## config.mk

```make
export PLATFORM = sky130hd
export DESIGN_NAME = lfsr_seq_ctrl_flat
export DESIGN_NICKNAME = d
export VERILOG_FILES = /design/src/rtl/lfsr_pkg.sv /design/src/rtl/lfsr_seq_ctrl_if.sv /design/src/rtl/lfsr_core.sv /design/src/rtl/lfsr_seq_ctrl.sv /design/src/flat_wrapper.sv
export SDC_FILE = /design/constraint.sdc
export NUM_CORES = 1
export LEC_CHECK = 0
export CORE_ASPECT_RATIO = 1.2
export CORE_UTILIZATION = 40
export CTS_BUF_LIST = sky130_fd_sc_hd__clkbuf_4 sky130_fd_sc_hd__clkbuf_8 sky130_fd_sc_hd__clkbuf_16
export DETAILED_ROUTE_END_ITERATION = 7
export GPL_TIMING_DRIVEN = 0
export SLEW_MARGIN = 20
export SYNTH_ARGS = -nofsm -noshare
export SYNTH_HDL_FRONTEND = slang
export SYNTH_SLANG_ARGS = --single-unit
```

## constraint.sdc

```tcl
create_clock -name clk -period 2.8 [get_ports clk]
set_input_delay 0.56 -clock clk [delete_from_list [all_inputs] [get_ports clk]]
set_output_delay 0.56 -clock clk [all_outputs]
set_load 0.02 [all_outputs]
```

## src/rtl/lfsr_pkg.sv

```systemverilog
// Shared definitions for the LFSR burst sequencer.
// Contents: controller state type, default feedback taps and default seed.
package lfsr_pkg;

  localparam int unsigned LfsrWidth   = 4;
  localparam int unsigned DefaultCntW = 8;

  // x^4 + x^3 + 1 in this right-shifting form: fb = r[0] ^ r[1], maximal length.
  localparam logic [LfsrWidth-1:0] DefaultTaps = 4'b0011;
  // Any nonzero value works; zero would lock the LFSR.
  localparam logic [LfsrWidth-1:0] DefaultSeed = 4'd1;

  typedef enum logic [1:0] {
    StIdle,
    StRun,
    StDone
  } lfsr_seq_state_t;

endpackage

```

## src/rtl/lfsr_seq_ctrl_if.sv

```systemverilog
// Bundle of the sequencer's configuration, control and stream signals.
// master: sequencer side (drives seed_err, out_valid, out_data, busy, done).
// slave:  user side (drives cfg_we, cfg_seed, start, len, abort, out_ready).
interface lfsr_seq_ctrl_if #(
  parameter int unsigned WIDTH = 4,
  parameter int unsigned CNT_W = 8
);

  logic             cfg_we;
  logic [WIDTH-1:0] cfg_seed;
  logic             seed_err;
  logic             start;
  logic [CNT_W-1:0] len;
  logic             abort;
  logic             out_valid;
  logic             out_ready;
  logic [WIDTH-1:0] out_data;
  logic             busy;
  logic             done;

  modport master (
    input  cfg_we, cfg_seed, start, len, abort, out_ready,
    output seed_err, out_valid, out_data, busy, done
  );

  modport slave (
    output cfg_we, cfg_seed, start, len, abort, out_ready,
    input  seed_err, out_valid, out_data, busy, done
  );

endinterface

```

## src/rtl/lfsr_core.sv

```systemverilog
// Fibonacci LFSR register with parallel load.
// Ports: clk, reset (async, active-low), load/load_val (load has priority),
//        step (advance one state), q (current state).
module lfsr_core import lfsr_pkg::*; #(
  parameter int unsigned      WIDTH        = LfsrWidth,
  parameter logic [WIDTH-1:0] TAPS         = DefaultTaps,
  parameter logic [WIDTH-1:0] DEFAULT_SEED = DefaultSeed
) (
  input  logic             clk,
  input  logic             reset,
  input  logic             load,
  input  logic [WIDTH-1:0] load_val,
  input  logic             step,
  output logic [WIDTH-1:0] q
);

  logic [WIDTH-1:0] lfsr_q, lfsr_d;
  logic             fb;

  always_comb begin
    fb     = ^(lfsr_q & TAPS);
    lfsr_d = lfsr_q;
    if (load) begin
      lfsr_d = load_val;
    end else if (step) begin
      lfsr_d = {fb, lfsr_q[WIDTH-1:1]};
    end
  end

  always_ff @(posedge clk or negedge reset) begin
    if (!reset) begin
      lfsr_q <= DEFAULT_SEED;
    end else begin
      lfsr_q <= lfsr_d;
    end
  end

  assign q = lfsr_q;

endmodule

```

## src/rtl/lfsr_seq_ctrl.sv

```systemverilog
// LFSR burst sequencer: holds a seed, loads it on start and streams exactly
// len LFSR states over valid/ready, then pulses done for one cycle.
// Ports: clk, reset (async, active-low), bus_io (lfsr_seq_ctrl_if.master):
//   cfg_we/cfg_seed -> seed write, seed_err on a rejected zero seed;
//   start/len/abort -> burst control; out_valid/out_ready/out_data -> stream;
//   busy (in RUN), done (one-cycle completion pulse).
module lfsr_seq_ctrl import lfsr_pkg::*; #(
  parameter int unsigned      WIDTH        = LfsrWidth,
  parameter logic [WIDTH-1:0] TAPS         = DefaultTaps,
  parameter int unsigned      CNT_W        = DefaultCntW,
  parameter logic [WIDTH-1:0] DEFAULT_SEED = DefaultSeed
) (
  input logic              clk,
  input logic              reset,
  lfsr_seq_ctrl_if.master  bus_io
);

  lfsr_seq_state_t  state_q, state_d;
  logic [WIDTH-1:0] seed_q, seed_d;
  logic [CNT_W-1:0] cnt_q, cnt_d;
  logic [CNT_W-1:0] len_q, len_d;
  logic             seed_err_q, seed_err_d;
  logic             launch;
  logic             hs;
  logic [WIDTH-1:0] lfsr;

  // A zero-length start skips RUN, so only a nonzero len reloads the LFSR.
  assign launch = (state_q == StIdle) && bus_io.start && (bus_io.len != '0);
  assign hs     = (state_q == StRun) && bus_io.out_ready;

  // Seed register: zero seeds are rejected and flagged one cycle later.
  always_comb begin
    seed_d     = seed_q;
    seed_err_d = 1'b0;
    if (bus_io.cfg_we) begin
      if (bus_io.cfg_seed != '0) begin
        seed_d = bus_io.cfg_seed;
      end else begin
        seed_err_d = 1'b1;
      end
    end
  end

  always_comb begin
    state_d = state_q;
    cnt_d   = cnt_q;
    len_d   = len_q;
    unique case (state_q)
      StIdle: begin
        if (bus_io.start) begin
          if (bus_io.len != '0) begin
            state_d = StRun;
            len_d   = bus_io.len;
            cnt_d   = '0;
          end else begin
            state_d = StDone;
          end
        end
      end
      StRun: begin
        // Abort wins over completion of the last beat.
        if (bus_io.abort) begin
          state_d = StIdle;
          cnt_d   = '0;
        end else if (hs) begin
          cnt_d = cnt_q + CNT_W'(1);
          if (cnt_q == len_q - CNT_W'(1)) begin
            state_d = StDone;
          end
        end
      end
      StDone: begin
        state_d = StIdle;
      end
      default: begin
        state_d = StIdle;
      end
    endcase
  end

  always_ff @(posedge clk or negedge reset) begin
    if (!reset) begin
      state_q    <= StIdle;
      seed_q     <= DEFAULT_SEED;
      cnt_q      <= '0;
      len_q      <= '0;
      seed_err_q <= 1'b0;
    end else begin
      state_q    <= state_d;
      seed_q     <= seed_d;
      cnt_q      <= cnt_d;
      len_q      <= len_d;
      seed_err_q <= seed_err_d;
    end
  end

  lfsr_core #(
    .WIDTH        (WIDTH),
    .TAPS         (TAPS),
    .DEFAULT_SEED (DEFAULT_SEED)
  ) u_core (
    .clk      (clk),
    .reset    (reset),
    .load     (launch),
    .load_val (seed_q),
    .step     (hs),
    .q        (lfsr)
  );

  assign bus_io.out_valid = (state_q == StRun);
  assign bus_io.busy      = (state_q == StRun);
  assign bus_io.done      = (state_q == StDone);
  assign bus_io.out_data  = lfsr;
  assign bus_io.seed_err  = seed_err_q;

endmodule

```

## src/flat_wrapper.sv

```systemverilog
// flat-port wrapper written by rule: the top's interface ports become plain ports
module lfsr_seq_ctrl_flat import lfsr_pkg::*;
#(
  parameter int unsigned      WIDTH        = LfsrWidth,
  parameter logic [WIDTH-1:0] TAPS         = DefaultTaps,
  parameter int unsigned      CNT_W        = DefaultCntW,
  parameter logic [WIDTH-1:0] DEFAULT_SEED = DefaultSeed
)
  (clk, reset, bus_io_cfg_we, bus_io_cfg_seed, bus_io_start, bus_io_len, bus_io_abort, bus_io_out_ready, bus_io_seed_err, bus_io_out_valid, bus_io_out_data, bus_io_busy, bus_io_done);
  lfsr_seq_ctrl_if #(.WIDTH(WIDTH), .CNT_W(CNT_W)) bus_io_i ();
  input logic clk;
  input logic reset;
  input wire logic [$bits(bus_io_i.cfg_we)-1:0] bus_io_cfg_we;
  input wire logic [$bits(bus_io_i.cfg_seed)-1:0] bus_io_cfg_seed;
  input wire logic [$bits(bus_io_i.start)-1:0] bus_io_start;
  input wire logic [$bits(bus_io_i.len)-1:0] bus_io_len;
  input wire logic [$bits(bus_io_i.abort)-1:0] bus_io_abort;
  input wire logic [$bits(bus_io_i.out_ready)-1:0] bus_io_out_ready;
  output wire logic [$bits(bus_io_i.seed_err)-1:0] bus_io_seed_err;
  output wire logic [$bits(bus_io_i.out_valid)-1:0] bus_io_out_valid;
  output wire logic [$bits(bus_io_i.out_data)-1:0] bus_io_out_data;
  output wire logic [$bits(bus_io_i.busy)-1:0] bus_io_busy;
  output wire logic [$bits(bus_io_i.done)-1:0] bus_io_done;
  assign bus_io_i.cfg_we = bus_io_cfg_we;
  assign bus_io_i.cfg_seed = bus_io_cfg_seed;
  assign bus_io_i.start = bus_io_start;
  assign bus_io_i.len = bus_io_len;
  assign bus_io_i.abort = bus_io_abort;
  assign bus_io_i.out_ready = bus_io_out_ready;
  assign bus_io_seed_err = bus_io_i.seed_err;
  assign bus_io_out_valid = bus_io_i.out_valid;
  assign bus_io_out_data = bus_io_i.out_data;
  assign bus_io_busy = bus_io_i.busy;
  assign bus_io_done = bus_io_i.done;
  lfsr_seq_ctrl #(.WIDTH(WIDTH), .TAPS(TAPS), .CNT_W(CNT_W), .DEFAULT_SEED(DEFAULT_SEED)) u_core (.clk(clk), .reset(reset), .bus_io(bus_io_i));
endmodule
```

======== After elaboration in Yosys (flattened, before gate mapping) ========
Index checks and enable logic that the tools add are counted.
operators by class
  add/subtract/negate cells ............... 2
  equality and inequality tests ........... 7
  multiplexer cells ....................... 15
  reduce and logical (&&, ||, !) cells .... 13
operators by type and width
  operator                                           number
  two-way mux 8 bit                                  4
  one-hot mux 8 bit (2 select lines)                 1
  two-way mux 2 bit                                  5
  adder 8 x 1 -> 8 bit (second input constant)       1
  == test 8 bit                                      1
  two-way mux 4 bit                                  2
  nonzero test 8 bit                                 1
  subtractor 8 x 1 -> 8 bit (second input constant)  1
  != test 3 x 2 -> 1 bit (second input constant)     2
  AND reduction 3 bit                                2
  != test 2 bit (second input constant)              2
  one-hot mux 2 bit (2 select lines)                 1
  AND reduction 4 bit                                1
  nonzero test 2 bit                                 2
  nonzero test 4 bit                                 1
  XOR reduction 4 bit                                1
  logical AND 1 bit                                  3
  == test 2 x 1 -> 1 bit (second input constant)     1
  == test 2 bit (second input constant)              1
  logical NOT 2 bit                                  1
  two-way mux 1 bit                                  2
  AND reduction 2 bit                                1
storage, ports and cells
  bits in registers ....................... 27
  input bits .............................. 18
  logic and storage cells ................. 43

======== Depth between registers and ports, before layout ========
Gate-level depths: netlist of the first run.
  depth in word-level cells ............... 6
  gate-level depth with buffers ........... 9
  depth with buffers taken out ............ 8

======== Modules after synthesis ========
Synthesis of the first run repeated with hierarchy kept, for this count alone.
unflattened totals
  cells, all modules ...................... 157
  area, all modules ....................... 1,515.2 um2
by module, submodules not included
  module         times used  cells an instance  area an instance (um2)  sequential area each (um2)
  lfsr_seq_ctrl  1           139                1,317.5                 576.8
  lfsr_core      1           18                 197.7                   101.3

======== Least setup slack after synthesis of the first run ========
OpenSTA, ideal clock, no wires.
  path kind ............................... flip-flop to flip-flop
  start ................................... register u_core.len_q[0]
  end ..................................... register u_core.state_q[0]
  library setup time ...................... 0.118 ns
  arrival ................................. 1.711 ns
  required time ........................... 2.682 ns
  path slack .............................. 0.971 ns
  stages on the path, launching flop included .. 10
  buffers on the path ..................... 1
  cell sequence ........................... dfrtp_1 -> inv_1 -> ha_1 -> clkbuf_1 -> nand2b_1 -> nand3_1 -> o21ai_0 -> a2111oi_4 -> o21ai_2 -> a21o_1
between the ends
  cells in the longest elaborated chain, start to end .. 4
ends and longest elaborated chain
  element                                  line                 RTL
  start: declaration                       lfsr_seq_ctrl.sv:21  logic [CNT_W-1:0] len_q, len_d;
  start signal: assignment                 lfsr_seq_ctrl.sv:92  len_q <= len_d;
  subtractor 8 x 1 -> 8 bit                lfsr_seq_ctrl.sv:67  if (cnt_q == len_q - CNT_W'(1)) begin
  == test 8 bit                            lfsr_seq_ctrl.sv:67
  != test 3 x 2 -> 1 bit (no source line)  --
  AND reduction 3 bit (no source line)     --
  end signal: assignment                   lfsr_seq_ctrl.sv:83  state_q <= StIdle;
  end signal: assignment                   lfsr_seq_ctrl.sv:89  state_q <= state_d;
  end: declaration                         lfsr_seq_ctrl.sv:18  lfsr_seq_state_t state_q, state_d;
Every way passes these cells.
A chain may end at the register's enable or synchronous reset.

======== Final worst setup path of the first run ========
  start ................................... input port bus_io_len[5]
  end ..................................... register u_core.u_core.lfsr_q[0] (netlist: u_core.u_core.q[0])
between the ends
  cells in the longest elaborated chain, start to end .. 3
  elaborated cells between the ends (all ways) .. 4
  those cells by class .................... 1 x mux; 3 x reduce/logical
ends and longest elaborated chain
  element                                                  line                 RTL
  start: declaration                                       flat_wrapper.sv:16   input wire logic [$bits(bus_io_i.len)-1:0] bus_io_len;
  nonzero test 8 bit *                                     lfsr_seq_ctrl.sv:28  assign launch = (state_q == StIdle) && bus_io.start && (bus_io.len != '0);
  logical AND 1 bit *                                      lfsr_seq_ctrl.sv:28
  two-way mux 4 bit or nonzero test 2 bit (tied branches)  --
  end signal: assignment                                   lfsr_core.sv:34      lfsr_q <= lfsr_d;
  end: declaration                                         lfsr_core.sv:17      logic [WIDTH-1:0] lfsr_q, lfsr_d;
Mark *: on every way between the ends. The rest lies on a longest branch, timed or not.

==> results_dict.tcl, run 1 <==
set metrics [dict create \
    yosysTopAreaCell "dfrtp_1" \
    critPathKind "input pin to register" \
    num_rows 24 \
    grt_pass1_vias 1358 \
    min_period_ns 2.273 \
    wl_per_cell_um 14.80 \
    synth_seq_cells 27 \
    maxSlewHeadroom_pct 52.13 \
    hp-class "input pin to async pin" \
    fmax_mhz 439.9 \
    ys_types 45 \
    clockRootBuffer "clkbuf_8" \
    ys.flop_type "dfrtp_1" \
    track_usage_pct 18.87 \
    synth_top_area_share_pct 39.87 \
    dr.pass1.iters 4 \
    rsz0062_at_grt "no" \
    worst_setup_path_start_kind "input pin" \
    place_ws_ns 0.3173 \
    die_h_um 70.61 \
    core_area_mm2 0.003694 \
    hold_viol_final 0 \
    synthArstFlopShare_pct 100.0 \
    area_delta_synth_final_pct 21.61 \
    wl_um 3479 \
    io_buffers 23 \
    top_level_ports 26 \
    grt_pass1_wl_um 6030 \
    clockBufferDepth 2 \
    synth.cell_area_mm2 0.001569 \
    finalSetupViolCount 0 \
    leakage_nw 0.7674 \
    dp_hpwl_um 2720 \
    die_area_mm2 0.004178 \
    status "completed" \
    gp_congestion 0.7799 \
    yosys-top-cells-area "dfrtp_1 (40%), xnor2_1 (5.0%), o21ai_0 (4.8%)" \
    vdd_drop_max_mv 0.3186 \
    drt-initial-drc-count 43 \
    final_cells 235 \
    htree_levels 1 \
    fin_nets 204 \
    syn_avg_cell_area_um2 10.06 \
    drive_gt1_share_pct 15.30 \
    power.density_mw_per_mm2 617.9 \
    start_util_pct 42.48 \
    slew_viol_final 0 \
    critical_path.max_fanout 10 \
    cts_tree "done" \
    placed_cell_area_mm2 0.001859 \
    seq_area_frac_synth_pct 43.22 \
    cp-end-kind "register" \
    drc 0 \
    worstRegToRegCells 9 \
    setup_ws_ns 0.5269 \
    vias_per_cell 5.489 \
    dp.cells 231 \
    fin_crit_sh_pct 81.18 \
    tns_ns 0 \
    postLayoutCellArea_mm2 0.001908 \
    cts_resized 0 \
    die_x_um 59.18 \
    syn-instance-count 156 \
    cp.arrival_ns 2.48 \
    grt_max_degree 28 \
    tritoncts.num_buffers 3 \
    clock_latency_ns 0.28 \
    ctsHoldBuffers 0 \
    worstPathRequired_ns 3.01 \
    clk_pin_slew_ns 0.09 \
    antenna_left 0 \
    antenna_found_initial 0 \
    mostFrequentLayoutCells "dfrtp_1 (25), clkdlybuf4s50_1 (22), o21ai_0 (15)" \
    worstMarginPinSlew_ns 0.7114 \
    fin_skew_ns 0.003155 \
    grt_overflow_total 0 \
    power_mw 1.179 \
    cts.sinks 27 \
    post_cts_buffers 0 \
    vias 1290 \
    yosys_warnings 0 \
    whs_ns 0.2808 \
    postLayoutCoreUtil_pct 51.66 \
    synth_fp_nets 176 \
    mostFrequentLayoutCell "dfrtp_1" \
    synth_edf_count 0 \
    n_antenna_cell 0 \
    maxCapViolCount 0 \
]
## power by group
group | leakage [nW] | internal, mW | switching (mW)
combinational | 0.401 | 0.208 | 0.213
clock | 0.0262 | 0.112 | 0.126
sequential | 0.340 | 0.453 | 0.0680
## sequential cells by signal (all words and copies together), names as in the netlist
register                cells
u_core.u_core.q             4
u_core.len_q                8
u_core.state_q              2
u_core.seed_q               4
u_core.cnt_q                8
u_core.bus_io.seed_err      1
## worst max-delay path: stages
cell	delay [ns]
clkdlybuf4s50_1	0.42
nor4_1	0.65
a21oi_2	0.30
clkbuf_1	0.28
a32oi_1	0.19
nand2_1	0.08
## area by class of cell
cell class	count	area, µm²
Inverter	3	11.26
Buffer	9	55.05
Fill cell	375	1785
Multi-Input combinational cell	117	824.5
Sequential cell	27	678.2
Tap cell	52	65.06
Clock buffer	4	48.80
Timing Repair Buffer	23	225.2
## cell usage after synthesis (4+ instances only)
cell type and number:
a22o_1 4, mux2_2 6, nand3_1 7, nor2_1 11, dfrtp_1 25, xnor2_1 9
clkbuf_1 4, nand2_1 13, o31ai_1 6, o21ai_0 15
## routing by layer
metal  share of wire, %  track usage [%]  wire length [µm]
met5                  0                0                 0
met4                2.3            7.937                81
met3                3.3            3.108               114
met2                 53            33.71              1840
met1                 41            21.76              1442
## kinds of logic (layout without fill, tap and decap cells)
kind of cell / after synthesis / after routing / share of synthesized area (%)
and+or+nand+nor: 54 / 54 / 19.86
AOI/OAI and AO/OA: 42 / 42 / 19.46
DFF: 27 / 27 / 43.22
xor gates and xnor gates: 12 / 12 / 6.699
buffers and inverters: 12 / 39 / 4.226
muxes: 7 / 7 / 4.944
adders and majority gates: 2 / 2 / 1.595
## final timing paths
check	startpoint	to	slack [ns]
worst max-delay path	bus_io_len[5]	u_core.u_core.q[0]	0.53
worst min-delay path	reset	u_core.len_q[2]	0.28
worst max register to register	u_core.len_q[0]	u_core.state_q[0]	0.78
worst min register to register	u_core.u_core.q[0]	u_core.u_core.q[0]	0.52
max in group asynchronous	reset	u_core.u_core.q[3]	2.13
min in group clk	u_core.u_core.q[0]	u_core.u_core.q[0]	0.52
Power figures use the tool's default switching activity.
==> inputs of run 2 (changes only) <==
- PLACE_DENSITY: not set -> 0.65
- clock period: 2.8 -> 1.9 ns (I/O delays scaled with it)
==> results_dict.tcl, run 2 (synthesis gave the netlist of run 1 again) <==
set metrics [dict create \
    ctsHoldBuffers 0 \
    vias_per_cell 5.401 \
    slowest_delay_ns 0.60 \
    grt_pass1_wl_um 5996 \
    htree_levels 1 \
    wl_per_cell_um 14.29 \
    worst_setup_path_start_kind "register" \
    die_x_um 59.18 \
    antenna_left 0 \
    n_antenna_cell 0 \
    mostFrequentLayoutCell "dfrtp_1" \
    drc 0 \
    hold_viol_final 0 \
    hp-class "input pin to async pin" \
    grt_max_degree 28 \
    cts.sinks 27 \
    r2r_end "u_core.state_q[0]" \
    status "completed" \
    drt-initial-drc-count 57 \
    tritoncts.num_buffers 3 \
    fin_skew_ns 0.005489 \
    grt_pass1_vias 1281 \
    num_rows 24 \
    min_period_ns 1.823 \
    critical_path.max_fanout 3 \
    gp_congestion 0.8272 \
    core_area_mm2 0.003694 \
    wl_um 3386 \
    grt_overflow_total 0 \
    slowest_stage "clkdlybuf4s50_1" \
    clock_latency_ns 0.27 \
    top_regs "u_core.cnt_q x8, u_core.len_q x8" \
    vias 1280 \
    path_cells "clkdlybuf4s50_1" \
    n_fill_cell 323 \
    critPathKind "register to output port" \
    crit_buf_inv 1 \
    area_delta_synth_final_pct 25.04 \
    drive_gt1_share_pct 20.00 \
    io_buffers 23 \
    clk_pin_slew_ns 0.10 \
    vdd_drop_max_mv 0.4318 \
    start_util_pct 42.48 \
    tns_ns 0 \
    track_usage_pct 18.48 \
    mostFrequentLayoutCells "dfrtp_1 (25), clkdlybuf4s50_1 (19), o21ai_0 (15)" \
    clockRootBuffer "clkbuf_8" \
    leakage_nw 0.7961 \
    finalSetupViolCount 0 \
    die_area_mm2 0.004178 \
    worstMarginPinSlew_ns 0.6139 \
    worstPathRequired_ns 1.52 \
    slew_viol_final 0 \
    maxCapViolCount 0 \
    rsz0062_at_grt "yes" \
    worstRegToRegCells 7 \
    maxSlewHeadroom_pct 59.07 \
    r2r_slack_ns 0.11 \
    fmax_mhz 548.4 \
    fin_nets 206 \
    cp.arrival_ns 1.44 \
    setup_ws_ns 0.07666 \
    cts_tree "done" \
    die_h_um 70.61 \
    clockBufferDepth 2 \
    fin_crit_sh_pct 95.97 \
    dp_hpwl_um 2529 \
    top_level_ports 26 \
    cp-end-kind "output port" \
    power.density_mw_per_mm2 906.3 \
    reg2reg_from "u_core.len_q[1]" \
    critPathTopFamily "buffers and inverters" \
    place_ws_ns -0.3352 \
    dr.pass1.iters 4 \
    antenna_found_initial 0 \
    postLayoutCoreUtil_pct 53.12 \
    power_mw 1.778 \
]
[run 2: layer usage]
metal	share of wire [%]	vias up	wire length, µm	GRT usage (%)
met3	2.8	5	94	2.377
met5	0	-	0	0
met2	52	24	1754	31.06
met4	1.1	0	38	5.026
met1	44	622	1499	24.79
li1	-	629	-	-
[run 2: layout make-up]
class / count / area, µm² / area share (%)
well taps: 52 / 65.06 / 3.316
multi-input cells: 117 / 862.1 / 43.94
clock buffers: 4 / 48.80 / 2.487
plain buffers: 8 / 52.55 / 2.679
repair buffers: 26 / 244.0 / 12.44
flip-flops and latches: 27 / 678.2 / 34.57
inverters: 3 / 11.26 / 0.5740
[run 2: power breakdown]
group	total [mW]	internal (mW)	switching [mW]	leakage (nW)
Sequential	0.760	0.667	0.0923	0.340
Clock	0.348	0.165	0.184	0.0262
Combinational	0.670	0.338	0.332	0.430
Total	1.78	1.17	0.608	0.796
[run 2: timing repair]
action	4_1_cts	5_1_grt
pin swaps	0	0
endpoints found under the hold margin	0	0
setup buffers	2	1
resized for setup	5	6
setup endpoints to repair	9	9
[run 2: worst max-delay path by stage]
| stage | from | to | slack, ns | cells after the start |
|---|---|---|---|---|
| 6_report | u_core.u_core.q[0] | bus_io_out_data[0] | 0.08 | 1 |
| 3_5_place_dp | bus_io_len[4] | u_core.cnt_q[6] | -0.34 | 6 |
| 2_1_floorplan | u_core.len_q[0] | u_core.state_q[0] | 0.07 | 9 |
| 4_1_cts | u_core.len_q[1] | u_core.state_q[0] | 0.03 | 8 |
| 5_1_grt | u_core.state_q[0] | u_core.len_q[1] | -0.01 | 7 |
| 3_3_place_gp | bus_io_len[5] | u_core.u_core.q[0] | -0.31 | 6 |
[run 2: metrics by stage]
stage | hold slack (ns) | cells | cell area (µm²)
finish | 0.1030 | 237 | 1962
global route | 0.1525 | 237 | 1962
CTS | 0.1302 | 236 | 1928
detailed placement | 0.4291 | 231 | 1859
global placement | 0.4733 | 231 | 1864
floorplan | 0.08441 | 156 | 1569
==> inputs of run 3 (changes only) <==
- CTS_CLUSTER_SIZE: not set -> 16
==> results of run 3 <==
No change in the layout: final DEF, timing and power equal those of run 2.
